File: config.mk
export PLATFORM = sky130hd
export DESIGN_NAME = fifo_wr_arbiter_flat
export DESIGN_NICKNAME = d
export VERILOG_FILES = /design/src/rtl/fifo_arb_pkg.sv /design/src/rtl/fifo_wr_arbiter_if.sv /design/src/rtl/rr_picker.sv /design/src/rtl/fifo_wr_arbiter.sv /design/src/flat_wrapper.sv
export SDC_FILE = /design/constraint.sdc
export NUM_CORES = 1
export LEC_CHECK = 0
export CAP_MARGIN = 20
export CORE_AREA = 4 4 67 69
export CTS_BUF_LIST = sky130_fd_sc_hd__clkbuf_8
export CTS_CLUSTER_SIZE = 8
export DETAILED_ROUTE_END_ITERATION = 10
export DIE_AREA = 0 0 71 73
export DONT_BUFFER_PORTS = 1
export PLACE_DENSITY = 0.61
export REMOVE_ABC_BUFFERS = 1
export SLEW_MARGIN = 20
export SYNTH_ARGS = -nofsm -noshare
export SYNTH_HDL_FRONTEND = slang
export SYNTH_HIERARCHICAL = 1
export SYNTH_SLANG_ARGS = --single-unit
File: constraint.sdc
create_clock -name clk -period 3.45 [get_ports clk]
set_clock_uncertainty 0.15 [all_clocks]
set_input_delay 1.035 -clock clk [delete_from_list [all_inputs] [get_ports clk]]
set_output_delay 1.035 -clock clk [all_outputs]
set_load 0.05 [all_outputs]
File: src/rtl/fifo_arb_pkg.sv
// Shared types and helpers for the FIFO write-port arbiter.
//   arb_state_t : arbiter FSM states (IDLE, GRANT)
//   rr_next     : modulo-n increment of a round-robin index
package fifo_arb_pkg;

  typedef enum logic {
    IDLE  = 1'b0,
    GRANT = 1'b1
  } arb_state_t;

  // Wraps explicitly so n need not be a power of two.
  function automatic int rr_next(input int ptr, input int n);
    return (ptr >= n - 1) ? 0 : ptr + 1;
  endfunction

endpackage

File: src/rtl/fifo_wr_arbiter_if.sv
// Requester handshake plus FIFO write port, bundled for the arbiter.
//   req_valid/req_data/req_last : per-requester beat offer
//   req_ready                   : per-requester beat accept
//   wr_en/wr_data/wr_full       : FIFO write port
// slave  = arbiter side, master = requesters + FIFO side.
interface fifo_wr_arbiter_if #(
  parameter int NUM_REQ    = 4,
  parameter int DATA_WIDTH = 32
);
  logic [NUM_REQ-1:0]                 req_valid;
  logic [NUM_REQ-1:0][DATA_WIDTH-1:0] req_data;
  logic [NUM_REQ-1:0]                 req_last;
  logic [NUM_REQ-1:0]                 req_ready;
  logic                               wr_en;
  logic [DATA_WIDTH-1:0]              wr_data;
  logic                               wr_full;

  modport slave (
    input  req_valid, req_data, req_last, wr_full,
    output req_ready, wr_en, wr_data
  );

  modport master (
    output req_valid, req_data, req_last, wr_full,
    input  req_ready, wr_en, wr_data
  );
endinterface

File: src/rtl/rr_picker.sv
// Combinational round-robin picker.
//   req    : request vector
//   ptr    : last served index; scanning starts at ptr+1
//   winner : first requester found, valid when any=1
//   any    : at least one request is set
module rr_picker
  import fifo_arb_pkg::*;
#(
  parameter int NUM_REQ = 4
) (
  input  logic [NUM_REQ-1:0]         req,
  input  logic [$clog2(NUM_REQ)-1:0] ptr,
  output logic [$clog2(NUM_REQ)-1:0] winner,
  output logic                       any
);
  localparam int IW = $clog2(NUM_REQ);

  logic [IW-1:0] idx;

  // NOTE: every variable gets a default at the top of always_comb so no path leaves it unassigned (no latch).
  always_comb begin
    winner = '0;
    any    = 1'b0;
    idx    = ptr;
    for (int i = 0; i < NUM_REQ; i++) begin
      idx = IW'(rr_next(int'(idx), NUM_REQ));
      if (!any && req[idx]) begin
        winner = idx;
        any    = 1'b1;
      end
    end
  end
endmodule

File: src/rtl/fifo_wr_arbiter.sv
// Round-robin arbiter sharing one FIFO write port among NUM_REQ requesters.
// A grant is held for one packet, at most MAX_BURST beats, and is reclaimed
// after HOLD_TIMEOUT granted cycles with no offered beat.
//   clk, rst    : clock, synchronous active-high reset
//   bus         : requester handshake and FIFO write port (slave side)
//   grant_id    : current owner, meaningful while busy=1
//   busy        : a grant is held
//   timeout_evt : one-cycle pulse in the cycle the timeout release happens
module fifo_wr_arbiter
  import fifo_arb_pkg::*;
#(
  parameter int NUM_REQ      = 4,
  parameter int DATA_WIDTH   = 32,
  parameter int MAX_BURST    = 8,
  parameter int HOLD_TIMEOUT = 16
) (
  input  logic                       clk,
  input  logic                       rst,
  fifo_wr_arbiter_if.slave           bus,
  output logic [$clog2(NUM_REQ)-1:0] grant_id,
  output logic                       busy,
  output logic                       timeout_evt
);
  localparam int GW  = $clog2(NUM_REQ);
  localparam int BW  = $clog2(MAX_BURST + 1);
  localparam int IDW = $clog2(HOLD_TIMEOUT + 1);

  arb_state_t     state_q, state_d;
  logic [GW-1:0]  grant_q, grant_d;
  logic [GW-1:0]  rr_q,    rr_d;
  logic [BW-1:0]  beat_q,  beat_d;
  logic [IDW-1:0] idle_q,  idle_d;

  logic [GW-1:0]  pick_idx;
  logic           pick_any;
  logic           live;
  logic           xfer;
  logic           timeout;
  logic           burst_done;
  logic           release_now;

  rr_picker #(.NUM_REQ(NUM_REQ)) u_picker (
    .req    (bus.req_valid),
    .ptr    (rr_q),
    .winner (pick_idx),
    .any    (pick_any)
  );

  // Reset gates the datapath so a grant aborted by rst issues no write.
  assign live        = (state_q == GRANT) && !rst;
  assign xfer        = live && bus.req_valid[grant_q] && !bus.wr_full;
  assign timeout     = live && (idle_q == IDW'(HOLD_TIMEOUT));
  assign burst_done  = (beat_q + BW'(1)) == BW'(MAX_BURST);
  // A last beat that also fills the burst is still a single release.
  assign release_now = timeout || (xfer && (bus.req_last[grant_q] || burst_done));

  // Outputs: ready depends only on ownership and backpressure, never on req_valid.
  assign bus.wr_en   = xfer;
  assign bus.wr_data = live ? bus.req_data[grant_q] : '0;
  assign busy        = (state_q == GRANT);
  assign grant_id    = grant_q;
  assign timeout_evt = timeout;

  always_comb begin
    bus.req_ready = '0;
    if (live && !bus.wr_full) bus.req_ready[grant_q] = 1'b1;
  end

  always_comb begin
    state_d = state_q;
    grant_d = grant_q;
    rr_d    = rr_q;
    beat_d  = beat_q;
    idle_d  = idle_q;
    unique case (state_q)
      IDLE: begin
        if (pick_any) begin
          grant_d = pick_idx;
          state_d = GRANT;
        end
      end
      GRANT: begin
        if (xfer) begin
          beat_d = beat_q + BW'(1);
          idle_d = '0;
        end else if (!bus.wr_full) begin
          // Only a silent owner ages; FIFO backpressure freezes the count.
          idle_d = idle_q + IDW'(1);
        end
        if (release_now) begin
          state_d = IDLE;
          rr_d    = grant_q;
          beat_d  = '0;
          idle_d  = '0;
        end
      end
      default: state_d = IDLE;
    endcase
  end

  // NOTE: non-blocking assignments so every flop samples pre-edge values regardless of block order.
  always_ff @(posedge clk) begin
    if (rst) begin
      state_q <= IDLE;
      grant_q <= '0;
      rr_q    <= GW'(NUM_REQ - 1);
      beat_q  <= '0;
      idle_q  <= '0;
    end else begin
      state_q <= state_d;
      grant_q <= grant_d;
      rr_q    <= rr_d;
      beat_q  <= beat_d;
      idle_q  <= idle_d;
    end
  end
endmodule
File: src/flat_wrapper.sv
// flat-port wrapper written by rule: the top's interface ports become plain ports
module fifo_wr_arbiter_flat import fifo_arb_pkg::*;
#(
  parameter int NUM_REQ      = 4,
  parameter int DATA_WIDTH   = 32,
  parameter int MAX_BURST    = 8,
  parameter int HOLD_TIMEOUT = 16
)
  (clk, rst, grant_id, busy, timeout_evt, bus_req_valid, bus_req_data, bus_req_last, bus_wr_full, bus_req_ready, bus_wr_en, bus_wr_data);
  fifo_wr_arbiter_if #(.NUM_REQ(NUM_REQ), .DATA_WIDTH(DATA_WIDTH)) bus_i ();
  input  logic clk;
  input  logic rst;
  output logic [$clog2(NUM_REQ)-1:0] grant_id;
  output logic busy;
  output logic timeout_evt;
  input wire logic [$bits(bus_i.req_valid)-1:0] bus_req_valid;
  input wire logic [$bits(bus_i.req_data)-1:0] bus_req_data;
  input wire logic [$bits(bus_i.req_last)-1:0] bus_req_last;
  input wire logic [$bits(bus_i.wr_full)-1:0] bus_wr_full;
  output wire logic [$bits(bus_i.req_ready)-1:0] bus_req_ready;
  output wire logic [$bits(bus_i.wr_en)-1:0] bus_wr_en;
  output wire logic [$bits(bus_i.wr_data)-1:0] bus_wr_data;
  assign bus_i.req_valid = bus_req_valid;
  assign bus_i.req_data = bus_req_data;
  assign bus_i.req_last = bus_req_last;
  assign bus_i.wr_full = bus_wr_full;
  assign bus_req_ready = bus_i.req_ready;
  assign bus_wr_en = bus_i.wr_en;
  assign bus_wr_data = bus_i.wr_data;
  fifo_wr_arbiter #(.NUM_REQ(NUM_REQ), .DATA_WIDTH(DATA_WIDTH), .MAX_BURST(MAX_BURST), .HOLD_TIMEOUT(HOLD_TIMEOUT)) u_core (.clk(clk), .rst(rst), .bus(bus_i), .grant_id(grant_id), .busy(busy), .timeout_evt(timeout_evt));
endmodule
==> impl_metrics.ini <==
[setup_path]
worst-endpoint-required_ns = 2.26
ff2ff_path_depth = 5
r2r-start = u_core/grant_id[1]
worst_reg_to_reg_setup_slack_ns = 1.23
criticalPathCategory = reg2out
cp-startpoint = u_core/grant_id[1]
crit_path_max_incr_delay_ns = 0.92
reg2reg_end = u_core/beat_q[1]
arrival_ns = 1.98
critPathLaunchType = register
cpLargestDelayFamily = flip-flops
path_max_fanout = 42
end_kind = primary output
combined_buffer_and_inverter_count_along_the_critical_path = 1
cp_slowest_cell = sky130_fd_sc_hd__dfxtp_2
crit_chain = mux4_2, nor2b_1, buf_4

[synth]
synth.yosys.warnings = 6
postSynthCellCount = 186
synth_async_sr_flop_share_pct = 0
synth-seq-cells = 14
count_of_flip_flops_with_a_built_in_enable_after_synthesis = 0
synthesis.area_per_instance_um2 = 10.57
synth_area_um2 = 1967
synth_ff_type = sky130_fd_sc_hd__dfxtp_1
synthTopCellsByArea = sky130_fd_sc_hd__mux4_2 (39%), sky130_fd_sc_hd__dfxtp_1 (14%), sky130_fd_sc_hd__nor2b_1 (10%)
ys_seq_area_share_pct = 14.25
synth_largest_type_area_fraction_pct = 38.93
synth.largest_area_cell = sky130_fd_sc_hd__mux4_2
synth.distinct_cells = 48

[run_status]
outcome = completed

[placement]
portBuffers = 0
detailed_place_hpwl_um = 5390
placer_s_final_routability_congestion_estimate = 0.9078
place_worst_setup_slack_ns = 0.3810

[drt]
vias_per_cell = 6.592
detail_route.first_pass.iterations = 4
via_count = 1747
route.detailed.wl_per_inst_um = 24.24
drcViolationCount = 0
wl_um = 6423
antenna_violating_nets_post_route = 0
initial_drt_markers = 54

[pwr]
post-layout-total-power_uw = 731.2
powerDensity_nw_per_um2 = 314.9
power.static_leakage_nw = 0.8262
ir_drop_mv = 0.3397

[floorplan]
die_area_um2 = 5183
core_ar_um2 = 3914
ioPinCount = 180
starting_utilization_of_the_core_area_pct = 50.26
placement_rows = 23
die_height_um = 73
die_w_um = 71

[min_path]
whs_endpoint = u_core/idle_q[1]
hold_path_startpoint = u_core/idle_q[1]
timing.hold.worst.class = reg2reg
worstHoldPathCells = 2

[cts]
clkTransAtPathRegs_ns = 0.06
cts_tree = done
largest_buffer_count_on_any_clock_path = 2
cts_buffers = 3
post-cts-setup-buffer-count = 0
cts.sinks = 14
ctsHoldBuffers = 0
post_cts_resize_count = 0
ctsRootBufferMaster = sky130_fd_sc_hd__clkbuf_8
clock_latency_ns = 0.25
total_number_of_h_tree_levels = 1

[job]
maxCapViolCount = 0

[final_layout]
multiInputGateArea_um2 = 1595
antenna_cells = 0
layout.nets = 359
fillerInstances = 325
sequential_cell_area_um2 = 282.8
areaGrowthSynthToFinish_pct = 18.07
drive_gt1_share_pct = 43.26

[sta]
period_share_pct = 91.64
hold_violations = 0
timing.setup.tns_ns = 0
min_tclk_post_route_ns = 3.162
worstMarginPinSlew_ns = 0.9059
finish_stage_setup_viols = 0
final_max_slew_viol_count = 0
slew_headroom_pct = 39.61
maxClockFrequency_ghz = 0.3163
setup_slack_ns = 0.2885
unrepaired_setup_endpoints_after_global_routing = false

[global_routing]
grt_overflow_total = 0
number_of_antenna_violations_at_the_first_check_in_global_routing = 0
grtUsageTotal_pct = 22.79
grt_pass1_vias = 1714
grt_first_pass_wirelength_um = 9266
grt_start_max_net_pins = 43
-- layer usage --
layer / global-route usage (%) / up-vias / wire length (µm)
li1: - / 783 / -
met1: 27.21 / 854 / 2270
met2: 39.96 / 96 / 3473
met3: 6.061 / 14 / 540
met4: 7.516 / 0 / 139
met5: 0 / - / 0
-- stage by stage --
step / std cells / util, % / hold WS [ns] / instance area [µm²]
6_report: 265 / 59.34 / 0.3497 / 2322
5_1_grt: 265 / 59.34 / 0.3801 / 2322
4_1_cts: 265 / 59.34 / 0.3500 / 2322
3_5_place_dp: 261 / 57.93 / 0.3420 / 2267
3_3_place_gp: 261 / 57.93 / 0.3281 / 2267
2_1_floorplan: 172 / - / 0.3120 / 1891
-- placed cells by master (no fill, tap or decap), drive strengths merged, types with 4 or more instances in the layout --
cell type | synthesis | final
clkbuf | 4 | 4
a21oi | 11 | 11
ha | 4 | 4
dfxtp | 14 | 14
buf | 10 | 39
nor2 | 10 | 10
nor2b | 34 | 34
mux4 | 34 | 34
inv | 5 | 5
nand3 | 5 | 5
nand2 | 10 | 10
nor3 | 5 | 5
nand4 | 4 | 4
-- synthesized netlist by cell type, drive strengths merged (2+ instances only) --
cell type / count
a211oi: 3
a21boi: 2
a21oi: 11
and3: 2
and3b: 2
buf: 10
clkbuf: 4
dfxtp: 14
ha: 4
inv: 5
mux2i: 3
mux4: 34
nand2: 10
nand2b: 3
nand3: 5
nand4: 4
nand4b: 2
nor2: 10
nor2b: 34
nor3: 5
nor3b: 2
o21ai: 2
xor2: 2
-- worst reg2reg max path, cell delays in order (launching register included) --
cell,delay [ns]
sky130_fd_sc_hd__dfxtp_2,0.92
sky130_fd_sc_hd__mux4_2,0.42
sky130_fd_sc_hd__nand2_4,0.12
sky130_fd_sc_hd__inv_4,0.22
sky130_fd_sc_hd__nand4_1,0.14
sky130_fd_sc_hd__a21oi_1,0.17
-- logic make-up after synthesis --
family	share of synthesized area [%]
AND/OR/NAND/NOR	27.04
multiplexers	40.46
AO/OA/AOI/OAI	9.859
buffers and inverters	4.961
flip-flops	14.25
adder cells (fa/ha/maj)	2.545
XOR/XNOR	0.8907
-- how the worst max path moves through the flow --
stage,to,depth (start not counted)
after global routing,bus_wr_data[18],3
final,bus_wr_data[18],3
after CTS,bus_wr_data[18],3
after floorplan,bus_wr_data[0],2
after global placement,bus_req_ready[2],2
after detailed placement,bus_req_ready[2],2
-- flip-flops by register name, indices dropped and copies added, names as in the netlist --
name / cells
u_core/idle_q: 5
u_core/beat_q: 4
u_core/grant_id: 2
u_core/rr_q: 2
u_core/busy: 1
-- layout make-up --
class	count	share of cell area, %
multi-input cells	153	68.70
repair buffers	39	13.15
clock buffers	4	2.371
inverters	5	0.9159
flip-flops and latches	14	12.18
well taps	50	2.694
-- power breakdown --
group	internal [mW]	switching, mW
Clock	0.101	0.0589
Sequential	0.170	0.0202
Combinational	0.174	0.208
Total	0.444	0.287
Power figures use the tool's default switching activity.
